## config.mk

```make
export PLATFORM = sky130hd
export DESIGN_NAME = sq16_check
export DESIGN_NICKNAME = d
export VERILOG_FILES = /design/src/rtl/sq16_pkg.sv /design/src/rtl/sq16_mul_core.sv /design/src/rtl/sq16_check.sv
export SDC_FILE = /design/constraint.sdc
export NUM_CORES = 1
export LEC_CHECK = 0
export CAP_MARGIN = 15
export CORE_MARGIN = 2
export CORE_UTILIZATION = 26
export CTS_CLUSTER_SIZE = 12
export DETAILED_ROUTE_END_ITERATION = 10
export HOLD_SLACK_MARGIN = 0.08
export PLACE_DENSITY = 0.46
export SLEW_MARGIN = 20
export SYNTH_ARGS = -nofsm -noshare
export SYNTH_HDL_FRONTEND = slang
export SYNTH_SLANG_ARGS = --single-unit
export TNS_END_PERCENT = 30
```

## constraint.sdc

```tcl
create_clock -name clk -period 9.27 [get_ports clk]
set_input_delay 1.854 -clock clk [delete_from_list [all_inputs] [get_ports clk]]
set_output_delay 1.854 -clock clk [all_outputs]
set_load 0.01 [all_outputs]
```

## src/rtl/sq16_pkg.sv

```systemverilog
// Shared definitions for the sq16 root checker: default width, FSM encoding
// and the iteration-counter width helper.
package sq16_pkg;

  localparam int WIDTH_DEF = 16;

  // Counter must reach WIDTH itself, hence the extra bit.
  function automatic int cnt_width(input int w);
    return $clog2(w) + 1;
  endfunction

  localparam int CNT_W_DEF = cnt_width(WIDTH_DEF);

  typedef enum logic [1:0] {
    ST_IDLE = 2'd0,
    ST_BUSY = 2'd1,
    ST_DONE = 2'd2
  } state_e;

endpackage

```

## src/rtl/sq16_mul_core.sv

```systemverilog
// Iterative shift-add multiplier: one multiplier bit per step, LSB first.
// Operands are latched on load; acc_next exposes the accumulator value being written this edge.
module sq16_mul_core
  import sq16_pkg::*;
#(
  parameter int WIDTH = WIDTH_DEF
) (
  input  logic               clk,
  input  logic               reset,
  input  logic               load,
  input  logic               step,
  input  logic [WIDTH-1:0]   a,
  input  logic [WIDTH-1:0]   b,
  output logic [2*WIDTH-1:0] acc_next,
  output logic               done
);

  localparam int CW = cnt_width(WIDTH);
  localparam int IW = $clog2(WIDTH);

  logic [WIDTH-1:0]   a_q, b_q;
  logic [2*WIDTH-1:0] acc_q, acc_d;
  logic [2*WIDTH-1:0] partial;
  logic [CW-1:0]      cnt_q;
  logic [IW-1:0]      bit_idx;

  assign bit_idx = cnt_q[IW-1:0];
  assign partial = {{WIDTH{1'b0}}, a_q} << cnt_q;

  always_comb begin
    acc_d = acc_q;
    if (step && b_q[bit_idx]) begin
      acc_d = acc_q + partial;
    end
  end

  // The final step coincides with the last multiplier bit.
  assign done     = step && (cnt_q == CW'(WIDTH - 1));
  assign acc_next = acc_d;

  always_ff @(posedge clk) begin
    if (reset) begin
      a_q   <= '0;
      b_q   <= '0;
      acc_q <= '0;
      cnt_q <= '0;
    end else if (load) begin
      a_q   <= a;
      b_q   <= b;
      acc_q <= '0;
      cnt_q <= '0;
    end else if (step) begin
      acc_q <= acc_d;
      cnt_q <= cnt_q + CW'(1);
    end
  end

endmodule

```

## src/rtl/sq16_check.sv

```systemverilog
// Integer square-root checker: squares a candidate root over WIDTH cycles and
// reports whether it is the exact and/or floor root of the given radicand.
//
// state   | meaning
// IDLE    | no result held
// BUSY    | shift-add iterations in progress
// DONE    | result held until next accepted start or reset
module sq16_check
  import sq16_pkg::*;
#(
  parameter int WIDTH = WIDTH_DEF
) (
  input  logic               clk,
  input  logic               reset,
  input  logic               start,
  input  logic [WIDTH-1:0]   root,
  input  logic [2*WIDTH-1:0] target,
  output logic               rdy,
  output logic [2*WIDTH-1:0] square,
  output logic               exact,
  output logic               floor_ok,
  output logic               busy
);

  state_e state_q, state_d;

  logic [WIDTH-1:0]   root_q;
  logic [2*WIDTH-1:0] target_q;
  logic [2*WIDTH-1:0] square_q, square_d;
  logic               exact_q, exact_d;
  logic               floor_q, floor_d;

  logic               accept;
  logic               step;
  logic               core_done;
  logic [2*WIDTH-1:0] acc_next;
  logic [2*WIDTH:0]   upper;
  logic               exact_calc;
  logic               floor_calc;

  assign accept = start && (state_q != ST_BUSY);
  assign step   = (state_q == ST_BUSY);

  sq16_mul_core #(.WIDTH(WIDTH)) u_core (
    .clk      (clk),
    .reset    (reset),
    .load     (accept),
    .step     (step),
    .a        (root),
    .b        (root),
    .acc_next (acc_next),
    .done     (core_done)
  );

  // (root+1)^2 = root^2 + 2*root + 1, kept one bit wider so root=all-ones cannot wrap.
  assign upper = {1'b0, acc_next}
               + {{WIDTH{1'b0}}, root_q, 1'b0}
               + (2*WIDTH+1)'(1);

  assign exact_calc = (acc_next == target_q);
  assign floor_calc = (acc_next <= target_q) && ({1'b0, target_q} < upper);

  always_comb begin
    state_d  = state_q;
    square_d = square_q;
    exact_d  = exact_q;
    floor_d  = floor_q;
    case (state_q)
      ST_IDLE, ST_DONE: begin
        if (start) begin
          state_d  = ST_BUSY;
          square_d = '0;
          exact_d  = 1'b0;
          floor_d  = 1'b0;
        end
      end
      ST_BUSY: begin
        if (core_done) begin
          state_d  = ST_DONE;
          square_d = acc_next;
          exact_d  = exact_calc;
          floor_d  = floor_calc;
        end
      end
      default: state_d = ST_IDLE;
    endcase
  end

  always_ff @(posedge clk) begin
    if (reset) begin
      state_q  <= ST_IDLE;
      root_q   <= '0;
      target_q <= '0;
      square_q <= '0;
      exact_q  <= 1'b0;
      floor_q  <= 1'b0;
    end else begin
      state_q  <= state_d;
      square_q <= square_d;
      exact_q  <= exact_d;
      floor_q  <= floor_d;
      if (accept) begin
        root_q   <= root;
        target_q <= target;
      end
    end
  end

  assign rdy      = (state_q == ST_DONE);
  assign busy     = (state_q == ST_BUSY);
  assign square   = square_q;
  assign exact    = exact_q;
  assign floor_ok = floor_q;

endmodule

```

# After elaboration in Yosys (flattened, before gate mapping)
# Index checks and enable logic that the tools add are counted.
[word_totals]
output_inout_bits = 36
ramBits = 0
latch_bits = 0
reg_bits = 121
n_memories = 0
mem_bits_ro = 0
[op_classes]
muxes = 14
shifts = 1
n_mul = 0
reduce_logical = 10
addsub = 4
bitwise = 0
n_lt_le_gt_ge = 3
n_eq_ne = 7
div = 0
[ops]
columns = ["operator", "count"]
rows = [
  ["two-way mux 32 bit", 3],
  ["case mux 32 bit (2 select lines)", 1],
  ["adder 32 x 17 -> 33 bit", 1],
  ["adder 33 x 1 -> 33 bit, second input constant", 1],
  ["less-than comparator 32 x 33 -> 1 bit", 1],
  ["adder 32 bit", 1],
  ["== test 32 bit", 1],
  ["<= comparator 32 bit", 1],
  ["left shift 16 x 5 -> 32 bit", 1],
  ["adder 5 x 1 -> 5 bit, second input constant", 1],
  ["== test 5 x 4 -> 1 bit, second input constant", 1],
  ["less-than comparator 4 x 5 -> 1 bit, second input constant", 1],
  ["binary-select mux 1 bit (select 4 bit)", 1],
  ["logical AND 1 bit", 4],
  ["two-way mux 1 bit", 4],
  ["two-way mux 2 bit", 2],
  ["inequality test 2 bit, second input constant", 2],
  ["case mux 1 bit (2 select lines)", 2],
  ["case mux 2 bit (2 select lines)", 1],
  ["OR reduction 2 bit", 2],
  ["AND reduction 3 bit", 1],
  ["== test 2 x 1 -> 1 bit, second input constant", 1],
  ["== test 2 bit, second input constant", 1],
  ["logical NOT 2 bit", 1],
  ["other kinds (3)", 3],
]

# Logic depth before layout (Yosys ltp)
[depth]
depth_word = 10
ltp_mapped = 39
ltp_nobuf = 36

# By module
# A second synthesis with hierarchy kept.
[unflattened]
hier_cells = 1384
hier_area_um2 = 11094.4
[by_module_without_submodules]
columns = ["mod", "n_inst", "cells_each", "seq_area_each_um2", "area_per_inst_um2"]
rows = [
  ["sq16_mul_core", 1, 707, 1381.3, 5700.5],
  ["sq16_check", 1, 677, 1681.6, 5393.9],
]

# Worst setup path after synthesis
# No wires, ideal clock.
[synth_path]
path_type = "register -> register"
start = "register u_core.cnt_q[0]"
end = "register floor_q, in the netlist floor_ok"
path_stages_with_launch = 26
required_ns = 9.201
setup_ns = 0.069
synth_period_minus_slack_ns = 6.752
slack_ns = 2.518
arrival_ns = 6.683
path_cell_list = "dfxtp_1 > buf_2 > buf_1 > mux4_2 > mux2_2 > a21oi_1 > o22ai_1 > ha_1 > nand4_1 > or3_1 > or3_1 > o21a_1 > a21oi_1 > o21ai_0 > a31oi_2 > inv_2 > ha_1 > nand4_1 > nor2_1 > nand4_1 > or4_1 > or4_1 > nor2b_1 > a211o_1 > or3b_1 > o21ai_1"
[synth_via]
elab_chain_len = 10
[synth_lines]
columns = ["item", "line_no", "text"]
rows = [
  ["start: declaration", "sq16_mul_core.sv:24", "logic [CW-1:0] cnt_q;"],
  ["start signal: assignment", "sq16_mul_core.sv:54", "cnt_q <= cnt_q + CW'(1);"],
  ["parallel branches: the longest is 3 deep, another holds adder 32 bit", "--", ""],
  ["two-way mux 32 bit *", "sq16_mul_core.sv:32", "if (step && b_q[bit_idx]) begin"],
  ["net acc_next[27]", "sq16_check.sv:36", "logic [2*WIDTH-1:0] acc_next;"],
  ["adder 32 x 17 -> 33 bit", "sq16_check.sv:57", "+ {{WIDTH{1'b0}}, root_q, 1'b0}"],
  ["adder 33 x 1 -> 33 bit", "sq16_check.sv:58", "+ (2*WIDTH+1)'(1);"],
  ["less-than comparator 32 x 33 -> 1 bit", "sq16_check.sv:61", "assign floor_calc = (acc_next <= target_q) && ({1'b0, target_q} < upper);"],
  ["logical AND 1 bit *", "sq16_check.sv:61", ""],
  ["two-way mux 1 bit *", "sq16_check.sv:78", "if (core_done) begin"],
  ["case mux 1 bit (2 select lines) *", "sq16_check.sv:68", "case (state_q)"],
  ["end signal: assignment", "sq16_check.sv:101", "floor_q <= floor_d;"],
  ["end: declaration", "sq16_check.sv:31", "logic floor_q, floor_d;"],
]
# Mark *: on every way through the listed nets, which the timed path passes. The select of a mux whose other input is x is not followed.
# A chain may end at the register's enable or synchronous reset.

# Final worst setup path
[layout_path]
start = "register u_core.cnt_q[1]"
end = "register floor_q, in the netlist floor_ok"
# The elaborated chain is that of the path after synthesis.

==> out/qor.log <==
[placement] Worst Setup Slack post-DPL 1.56 ns
[layout] fraction of layout instances using a drive strength above 1 7.68%
[synth] Compound-Gate Fraction of Synth Area 23.4%
[cts] root buffer selected by CTS clkbuf_16
[placement] # placed instances 1859
[layout] most common library cell in the layout ignoring fill and taps nand2_1
[worst_setup_path] type of the worst setup path flop to flop
[synth] simple-gate area share of the yosys netlist 23.6%
[status] result of the run finished, final reports clean
[worst_setup_path] data arrival time of the critical path 8.25 ns
[cts] largest buffer count on any clock path 2
[layout] number of fill cells 4140
[timing] worst path setup slack after routing 1.39 ns
[routing] number of routed nets with antenna violations 0
[pwr] Clock Power Share 45.1%
[placement] post-detail-place hpwl 26300 um
[die] count of standard-cell rows 71
[pwr] Overall Power 0.00151 W
[layout] area of the multi-input gates 0.00705 mm^2
[cts] Gates resized, CTS repair 0
[pwr] Pleak 4.79 nW
[die] starting utilization of the core area 26.4%
[timing] post-route fraction of the period consumed by the critical path 85.0%
[cts] htree depth 4
[pwr] internal power 0.00105 W
[worst_setup_path] nature of the critical path endpoint flop
[layout] commonest cells after routing, fill and taps aside nand2_1, a21oi_1, dfxtp_1, nor2_1, ha_1
[timing] slew of the pin with the lowest slew margin 1.08 ns
[worst_setup_path] critical path launch point type flop
[pwr] Sw Share 30.3%
[routing] number of DRC violations after detailed-routing iteration 0 570
[synth] dominant register cell in the synthesized netlist dfxtp_1
[layout] Layout Cells excl Fill 1891
[layout] NumNets Final 1533
[timing] Max Transition Viols Final 0
[die] Vert. Die Dim 200 um
[cts] number of setup buffers added after CTS 0
[timing] clock period minus final worst setup slack 7.88 ns
[die] width of the chip 200 um
[cts] latest clock arrival within the worst-skew pair 0.44 ns
[pwr] pwr/cell area 126 mW/mm^2
[synth] dominant combinational cell family by area after synthesis simple AND/OR/NAND/NOR gates
[synth] average instance area after synthesis 7.65 um^2
[job] count of maximum capacitance violations 0
[synth] library cells used by synthesis 79
[timing] # setup viols final 0
[synth] number of enable-type register cells in the synthesized netlist 0
[routing] detailed-routing iteration count for the pre-antenna-repair pass 5
[die] core area 0.0377 mm^2
[die] overall die area 0.0398 mm^2
[routing] count of vias placed by the detailed router 9466
[synth] synthesized flop and latch total 121
[timing] setup tns final 0 ns
[routing] drt total wl 33900 um
[synth] post-synthesis share of cell area spent on full adders, half adders and majority gates 14.6%
[global_route] first-pass GRT wire length 53000 um
[synth] cell type with the highest aggregate area in the netlist dfxtp_1
[hold_path] Hold Crit Start target_q[2]
[hold_path] worst hold-check path type flop to flop
[layout] area taken by flip-flops and latches 0.00242 mm^2
[synth] largest cells by area after synthesis dfxtp_1, ha_1, a21oi_1, nand2_1, nor2_1
[timing] worst-case hold slack 0.478 ns
[cts] hold-fix buffer count after cts 0
[worst_setup_path] Max Fanout on Critical Path 20
[worst_setup_path] register-to-register path setup slack 1.39 ns
[cts] clock tree from TritonCTS yes
[synth] multiplexer share of the synthesized area 4.86%
[layout] ant diodes 0
[global_route] Congestion Overflow GR 0
[pwr] worst IR drop on VDD 0.0000848 V
[pwr] sequential share of power 36.8%
[global_route] number of global-route vias before repair 9290
[global_route] initial antenna violation count 0
[routing] detail-routed net length per standard cell 17.9 um
[cts] TritonCTS Buffers 17
[timing] fmax 127 MHz
[synth] Post-Syn Instances 1301
[pwr] power dissipated by switching net loads 0.000457 W
[synth] number of warnings issued by yosys 0
[placement] number of buffers added on ports 86
[synth] Synth Area in XOR/XNOR 4.31%
[synth] sequential-to-total area share from yosys stat 24.4%
[global_route] maximum number of pins on one net before global-route repair 50
[cts] clock-pin transition on the worst setup and hold timing paths 0.06 ns
[routing] via density per instance 5.01
[synth] synthesized cell area 0.00995 mm^2
[synth] area share of the largest cell type after synthesis 24.4%
[worst_setup_path] Reg2Reg Depth 24
[pwr] combinational group share of total power 18.0%
[timing] RSZ-0062 raised after global routing no
[die] count of boundary I/O pins 87
[synth] Synthesized Nets 1467
[timing] Hold Fails Final Rpt 0
[layout] synth-to-layout area growth 20.3%
[routing] DRC Markers 0
[timing] headroom to the max-slew limit 28.0%
[global_route] global routing usage summed across all routing layers 17.5%
[worst_setup_path] worst reg2reg path startpoint u_core.cnt_q[1]
[placement] final RePlAce weighted congestion 0.874
[hold_path] Hold EP target_q[2]
[timing] maximum clock skew at final layout 0.0153 ns
[cts] count of clock tree sinks 121
[synth] share of flip-flops with an asynchronous set or reset 0%
[hold_path] depth of the worst hold-timing path 2
[worst_setup_path] WP data required 9.63 ns
[worst_setup_path] terminus of the critical flop-to-flop path floor_ok
-- registers in the layout, summed over array words and instances, names as in the netlist --
register / count
u_core.cnt_q: 5
u_core.acc_q: 32
state_q: 2
exact: 1
square: 32
target_q: 32
floor_ok: 1
u_core.a_q: 16
-- synthesized netlist by cell type (17+ instances only) --
master,number
a21o_1,30
a21oi_1,135
a22oi_1,34
and2_1,30
clkbuf_1,43
dfxtp_1,121
ha_1,113
inv_1,59
mux2i_1,19
nand2_1,176
nand2b_1,24
nand3_1,20
nand4_1,24
nor2_1,118
nor2b_1,23
nor3_1,17
o21ai_0,52
xnor2_1,26
xor2_1,23
-- power groups by stage --
| stage | Sequential (W) | Clock, W | Combinational [W] |
|---|---|---|---|
| 2_1_floorplan | 0.000557 | 0 | 0.000181 |
| 3_3_place_gp | 0.000567 | 0 | 0.000271 |
| 3_5_place_dp | 0.000567 | 0 | 0.000272 |
| 4_1_cts | 0.000556 | 0.000698 | 0.000273 |
| 5_1_grt | 0.000558 | 0.000724 | 0.000305 |
| 6_report | 0.000556 | 0.000682 | 0.000272 |
-- worst max-delay path, cell delays in order, from the launching register on --
cell     delay, ns
dfxtp_1       0.77
buf_4         0.36
mux2_2        0.37
o21ai_0       0.34
mux2i_1       0.17
nor2_1        0.11
o32ai_1       0.12
ha_1          0.52
nand4_1       0.20
or3_1         0.44
or3_1         0.34
o21ai_1       0.38
o211a_1       0.27
mux2i_1       0.24
nand3_1       0.24
ha_1          0.38
nand4_1       0.13
nor2_1        0.17
nand4_1       0.14
or4_1         0.55
or4_1         0.57
nor2b_1       0.17
a211o_1       0.32
or3b_1        0.38
o21ai_1       0.12
-- stage by stage --
| step | instance area [um^2] | utilization (%) |
|---|---|---|
| after floorplan | 9950 | - |
| after global routing | 12000 | 31.8 |
| final | 12000 | 31.8 |
| after CTS | 12000 | 31.8 |
| after global placement | 11400 | 30.2 |
| after detailed placement | 11400 | 30.2 |
-- kinds of logic (layout without fill, tap and decap cells) --
| kind of cell | count (synthesis) | in the layout |
|---|---|---|
| AO/OA/AOI/OAI | 366 | 366 |
| flip-flops | 121 | 121 |
| multiplexers | 40 | 40 |
| AND/OR/NAND/NOR | 487 | 487 |
| adder cells (fa/ha/maj) | 115 | 115 |
| buffers and inverters | 123 | 202 |
| XOR/XNOR | 49 | 49 |
-- cell type report --
type	instances	share of cell area, %
clock buffer	20	3.73
inverter	60	1.88
tap	511	5.35
multi-input combinational	1057	58.9
sequential	121	20.3
clock inverter	12	1.18
timing repair buffer	110	8.66
-- how the worst max path moves through the flow --
stage,from,slack [ns],to,cells after the start
2_1_floorplan,u_core.cnt_q[0],2.52,floor_ok,25
3_3_place_gp,u_core.cnt_q[1],1.58,floor_ok,24
3_5_place_dp,u_core.cnt_q[1],1.56,floor_ok,24
4_1_cts,u_core.cnt_q[1],1.52,floor_ok,25
5_1_grt,u_core.cnt_q[1],0.90,floor_ok,25
6_report,u_core.cnt_q[1],1.39,floor_ok,24
-- routing by layer --
| metal | track usage [%] | vias up | routed length [um] |
|---|---|---|---|
| li1 | - | 4796 | - |
| met1 | 24.2 | 4439 | 16900 |
| met2 | 27.1 | 189 | 14900 |
| met3 | 2.50 | 42 | 1000 |
| met4 | 7.08 | 0 | 1120 |
| met5 | 0 | - | 0 |
No activity file was read; power rests on OpenSTA's default activity.
